File: src/rtl/arithm_pkg.sv
// Small arithmetic helpers shared across the codebase.
package arithm_pkg;

  // Smallest r with 2**r >= n.
  function automatic int log2ceil(input int n);
    int r;
    r = 0;
    for (int i = 0; i < 32; i++) begin
      if ((1 << r) < n) r = r + 1;
    end
    return r;
  endfunction

endpackage

File: src/rtl/fifo_pkg.sv
// FIFO helpers: width of the fifo level type and the threshold-check functions.
package fifo_pkg;

  // Width of a fifo_level_t able to hold every count from 0 to depth inclusive.
  function automatic int fifo_level_t_width(input int depth);
    return arithm_pkg::log2ceil(depth) + 1;
  endfunction

  function automatic logic at_or_above(input int lvl, input int th);
    return lvl >= th;
  endfunction

  function automatic logic at_or_below(input int lvl, input int th);
    return lvl <= th;
  endfunction

endpackage

File: src/rtl/wrap_counter.sv
// Modulo-MAX counter with synchronous reset, clear and increment; wraps MAX-1 -> 0.
module wrap_counter #(
  parameter int MAX = 8,
  localparam int W = arithm_pkg::log2ceil(MAX)
) (
  input  logic         clk_i,
  input  logic         rst_i,
  input  logic         clr_i,
  input  logic         inc_i,
  output logic [W-1:0] cnt_o
);

  logic [W-1:0] cnt_q;

  always_ff @(posedge clk_i) begin
    if (rst_i || clr_i) begin
      cnt_q <= '0;
    end else if (inc_i) begin
      cnt_q <= (cnt_q == W'(MAX - 1)) ? '0 : cnt_q + W'(1);
    end
  end

  assign cnt_o = cnt_q;

endmodule

File: src/rtl/sync_fifo.sv
// Single-clock first-word-fall-through FIFO with level and threshold flags.
// Optional sticky overflow/underflow flags when SYNC_FIFO_ERR_FLAGS_EN is defined.
module sync_fifo
  import fifo_pkg::*;
#(
  parameter int DATA_WIDTH = 32,
  parameter int DEPTH      = 8,
  parameter int AFULL_TH   = DEPTH - 2,
  parameter int AEMPTY_TH  = 1,
  localparam int ADDR_WIDTH = arithm_pkg::log2ceil(DEPTH)
) (
  input  logic                  clk_i,
  input  logic                  rst_i,
  input  logic                  flush_i,
  input  logic                  wr_valid_i,
  input  logic [DATA_WIDTH-1:0] wr_data_i,
  output logic                  wr_ready_o,
  input  logic                  rd_ready_i,
  output logic [DATA_WIDTH-1:0] rd_data_o,
  output logic                  rd_valid_o,
  output logic [ADDR_WIDTH:0]   level_o,
  output logic                  almost_full_o,
  output logic                  almost_empty_o
`ifdef SYNC_FIFO_ERR_FLAGS_EN
  ,
  output logic                  ovf_o,
  output logic                  udf_o
`endif
);

  localparam int LEVEL_W = fifo_level_t_width(DEPTH);

  logic [DATA_WIDTH-1:0] mem [DEPTH];
  logic [ADDR_WIDTH-1:0] wr_ptr;
  logic [ADDR_WIDTH-1:0] rd_ptr;
  logic [LEVEL_W-1:0]    level_q;
  logic                  push;
  logic                  pop;

  // Handshake: a transfer happens on a cycle where valid and ready are both high;
  // valid never depends on ready, and ready/valid here come only from level_q.
  assign wr_ready_o = level_q < LEVEL_W'(DEPTH);
  assign rd_valid_o = level_q != '0;
  assign push       = wr_valid_i && wr_ready_o;
  assign pop        = rd_valid_o && rd_ready_i;

  wrap_counter #(.MAX(DEPTH)) u_wr_ptr (
    .clk_i (clk_i),
    .rst_i (rst_i),
    .clr_i (flush_i),
    .inc_i (push),
    .cnt_o (wr_ptr)
  );

  wrap_counter #(.MAX(DEPTH)) u_rd_ptr (
    .clk_i (clk_i),
    .rst_i (rst_i),
    .clr_i (flush_i),
    .inc_i (pop),
    .cnt_o (rd_ptr)
  );

  // Storage is never cleared; a flushed or reset FIFO simply ignores stale words.
  always_ff @(posedge clk_i) begin
    if (push && !flush_i && !rst_i) begin
      mem[wr_ptr] <= wr_data_i;
    end
  end

  always_ff @(posedge clk_i) begin
    if (rst_i || flush_i) begin
      level_q <= '0;
    end else if (push && !pop) begin
      level_q <= level_q + LEVEL_W'(1);
    end else if (pop && !push) begin
      level_q <= level_q - LEVEL_W'(1);
    end
  end

  assign rd_data_o      = mem[rd_ptr];
  assign level_o        = level_q;
  assign almost_full_o  = at_or_above(int'(level_q), AFULL_TH);
  assign almost_empty_o = at_or_below(int'(level_q), AEMPTY_TH);

`ifdef SYNC_FIFO_ERR_FLAGS_EN
  logic ovf_q;
  logic udf_q;

  always_ff @(posedge clk_i) begin
    if (rst_i || flush_i) begin
      ovf_q <= 1'b0;
      udf_q <= 1'b0;
    end else begin
      if (wr_valid_i && !wr_ready_o) ovf_q <= 1'b1;
      if (rd_ready_i && !rd_valid_o) udf_q <= 1'b1;
    end
  end

  assign ovf_o = ovf_q;
  assign udf_o = udf_q;
`endif

endmodule

File: config.mk
export PLATFORM = sky130hd
export DESIGN_NAME = sync_fifo
export DESIGN_NICKNAME = d
export VERILOG_FILES = /design/src/rtl/arithm_pkg.sv /design/src/rtl/fifo_pkg.sv /design/src/rtl/wrap_counter.sv /design/src/rtl/sync_fifo.sv
export SDC_FILE = /design/constraint.sdc
export NUM_CORES = 1
export LEC_CHECK = 0
export CAP_MARGIN = 20
export CELL_PAD_IN_SITES_DETAIL_PLACEMENT = 2
export CELL_PAD_IN_SITES_GLOBAL_PLACEMENT = 2
export CORE_ASPECT_RATIO = 0.8
export CORE_MARGIN = 3
export CORE_UTILIZATION = 44
export CTS_BUF_LIST = sky130_fd_sc_hd__clkbuf_4 sky130_fd_sc_hd__clkbuf_8
export CTS_CLUSTER_DIAMETER = 200
export DETAILED_ROUTE_END_ITERATION = 8
export PLACE_DENSITY_LB_ADDON = 0.05
export SETUP_SLACK_MARGIN = 0.05
export SLEW_MARGIN = 10
export SYNTH_ARGS = -nofsm -noshare
export SYNTH_HDL_FRONTEND = slang
export SYNTH_HIERARCHICAL = 1
export SYNTH_SLANG_ARGS = --single-unit
File: constraint.sdc
create_clock -name clk_i -period 4.1 [get_ports clk_i]
set_clock_uncertainty 0.05 [all_clocks]
set_input_delay 0.82 -clock clk_i [delete_from_list [all_inputs] [get_ports clk_i]]
set_output_delay 0.82 -clock clk_i [all_outputs]
set_load 0.05 [all_outputs]
==> flow_summary.ini <==
[grt]
use_met3_pct = 3.88
met2_usage_pct = 32.6
grt_overflow = 0
gr-max-usage-layer = met2
use_met1_pct = 27.0
grt_util_all_layers_pct = 19.5
grt_max_degree = 67
grt_pass1_wl_mm = 36.6
antenna_found_initial = 1
grt_pass1_vias = 5745

[sta]
setup_ws_ps = 229
setup_viol = 0
hold_ws_ps = 482
slew_headroom_pct = 35.3
slew_viol_final = 0
finalCritPeriodShare_pct = 94.4
grt_setup_unrepaired = no
finalHoldViolCount = 0
tightest_slew_ps = 971
fin_setup_tns_ps = 0
max_freq_mhz = 258
post-route-min-period_ps = 3870

[logic_synthesis]
yosysUniqueCellTypes = 32
yosysTopAreaCell = edfxtp_1
synth_top_area_share_pct = 73.8
syn_inst = 446
yosysWarnings = 6
netlist_area_um2 = 10400
ys_ff_latch = 266
ys_top_cells_by_area = edfxtp_1 74%, mux4_1 10%, mux4_2 5.2%
ys_seq_area_share_pct = 75.7
avgSynthCellArea_um2 = 23.4
syn_nets = 492

[clock_tree]
clk_path_buf_depth = 3
cts_tree = done
hold_buffers = 0
worstSkewPairLatency_ps = 520
cts-root-buf = clkbuf_8
clock_sinks = 266
clkTransAtPathRegs_ps = 60
numCtsBuffers = 42
cts_max_level = 2

[critical_path]
cp_num_buf_inv = 2
critPathSlowestCell = clkdlybuf4s50_1
crit_chain = buf_4, mux4_1, mux2_2, clkdlybuf4s50_1
worstPathMaxFanout = 16
r2r-end = mem[1][18]
r2r_cells = 5
worst_setup_path_start_kind = register
rr_startpoint = level_o[3]
critPathTopFamily = buffers and inverters
timing_worst_setup_path_type = register to primary output
slowest_delay_ps = 700
end_kind = primary output
r2r_slack_ps = 1890
arrival_ps = 3000
cp.required_ps = 3230

[placement]
pre_cts_ws_ps = 544
place_inst = 832
dpl_cell_area_um2 = 11700
dp_hpwl_mm = 13.9
place_congestion = 0.686
io_buffers = 76

[power_and_ir_drop]
power_frac_comb_pct = 8.5
p_sw_mw = 1.26
switching_share_pct = 22.4
intPower_mw = 4.39
p_clk_share_pct = 38.1
vdd_drop_max_mv = 0.264
power_density_nw_per_um2 = 451
seqPwrFrac_pct = 53.5
power_mw = 5.65
power.leakage_nw = 3.98

[routing]
route.antenna.remaining_nets = 0
finalWirelength_mm = 23.9
via_per_inst = 5.47
drtIter0Drc = 306
vias = 4915
drcViolationCount = 0
drt_first_pass_iters = 4
wire_per_inst_um = 26.6

[die]
dieArea_um2 = 25600
coreArea_um2 = 22900
io_pins = 77
die_w_um = 178
fp.dieH_um = 144
rows = 49
initial_utilization_pct = 45.6

[layout]
diodes = 0
fin_cells = 899
nets = 617
drive_above_1_share_pct = 26.1
fin_util_pct = 54.8
finalInstanceArea_um2 = 12500
syn_to_final_growth_pct = 20.3

[status]
status = complete, no violations

[worst_hold_path]
hold_class = register to register
holdPathEnd = level_o[3]
hold_depth = 2
hold_start = level_o[3]

[flow_run]
maxCapViolCount = 0
[area by class of cell]
cell class	instances	area, um2
Clock buffer	60	726
Clock inverter	6	52.6
Multi-Input combinational cell	159	2470
Sequential cell	266	7900
Timing Repair Buffer	99	996
Fill cell	1869	10300
Tap cell	306	383
Inverter	3	11.3
[cells by family (layout without fill, tap and decap cells)]
| group | after synthesis | in the layout | share of synthesized area (%) |
|---|---|---|---|
| AO/OA/AOI/OAI | 8 | 8 | 0.600 |
| XOR/XNOR | 2 | 2 | 0.168 |
| adder cells (fa/ha/maj) | 9 | 9 | 1.08 |
| buffers and inverters | 21 | 168 | 1.27 |
| flip-flops | 266 | 266 | 75.7 |
| multiplexers | 101 | 101 | 19.2 |
| AND/OR/NAND/NOR | 39 | 39 | 1.97 |
[per-layer routing]
metal	vias up	share of wire (%)	wire length, um
met4	2	1.2	276
met2	107	50	11900
li1	2155	-	-
met5	-	0.054	13
met1	2620	45	10900
met3	31	3.8	901
[how the worst max path moves through the flow]
stage / depth (start not counted) / start / to / slack, ps
after floorplan: 3 / wr_valid_i / mem[7][0] / 850
after global placement: 4 / u_rd_ptr/cnt_o[0] / rd_data_o[22] / 620
after detailed placement: 4 / u_rd_ptr/cnt_o[0] / rd_data_o[22] / 540
after CTS: 3 / u_rd_ptr/cnt_o[1] / rd_data_o[19] / 160
after global routing: 3 / u_rd_ptr/cnt_o[1] / rd_data_o[19] / 100
final: 4 / u_rd_ptr/cnt_o[0] / rd_data_o[22] / 230
[synth_stat cells]
library cell / instances
a211oi_1: 2
a211oi_2: 2
a21oi_1: 2
and2_1: 1
buf_1: 8
buf_2: 1
buf_6: 7
clkbuf_1: 2
dfxtp_1: 10
edfxtp_1: 256
ha_1: 9
inv_1: 3
mux2_2: 32
mux2i_1: 5
mux4_1: 40
mux4_2: 24
nand2_1: 7
nand2b_1: 6
nand3_1: 1
nand3b_1: 3
nand4_1: 1
nor2_1: 10
nor2b_1: 1
nor3_1: 4
o21a_1: 1
o21ai_0: 1
or2_2: 1
or3_1: 1
or3b_1: 2
or4_1: 1
xnor2_1: 1
xor2_1: 1
[timing repair]
item,in CTS,in global routing
buffers inserted,1,0
setup endpoints to repair,8,0
resized for setup,0,0
[tightest hold or removal path: cells and delay by family (launching register included)]
kind	cells	cell delay, ps
flops	1	360
simple gates	1	70
mux	1	60
[power groups by stage]
| stage | sequential, mW | clock (mW) | combinational, mW |
|---|---|---|---|
| floorplan | 3.08 | 0 | 0.284 |
| global placement | 3.08 | 0 | 0.453 |
| detailed placement | 3.08 | 0 | 0.472 |
| CTS | 3.02 | 2.23 | 0.485 |
| global route | 3.02 | 2.34 | 0.509 |
| finish | 3.02 | 2.15 | 0.478 |
[cell usage in the layout, fill, tap and decap left out, types with 2 or more instances in the layout]
master	synthesis	routed
edfxtp_1	256	256
clkdlybuf4s50_1	0	76
clkbuf_8	0	44
mux4_1	40	40
mux2_2	32	32
mux4_2	24	24
buf_4	0	18
clkbuf_4	0	16
ha_1	9	9
nand2_1	7	7
dfxtp_1	10	7
nor2_4	0	6
nand2b_1	6	6
mux2i_1	5	5
buf_12	0	5
nor2_1	10	4
clkinv_1	0	4
inv_1	3	3
nand3b_1	3	3
nor3_4	0	2
a21oi_1	2	2
a211oi_1	2	2
or3b_1	2	2
a211oi_2	2	2
nor3_1	4	2
dfxtp_4	0	2
[registers in the layout (all words and copies together), names as in the netlist]
name,cells
level_o,4
mem,256
u_rd_ptr/cnt_o,3
u_wr_ptr/cnt_o,3
(Power assumes the default switching activity.)
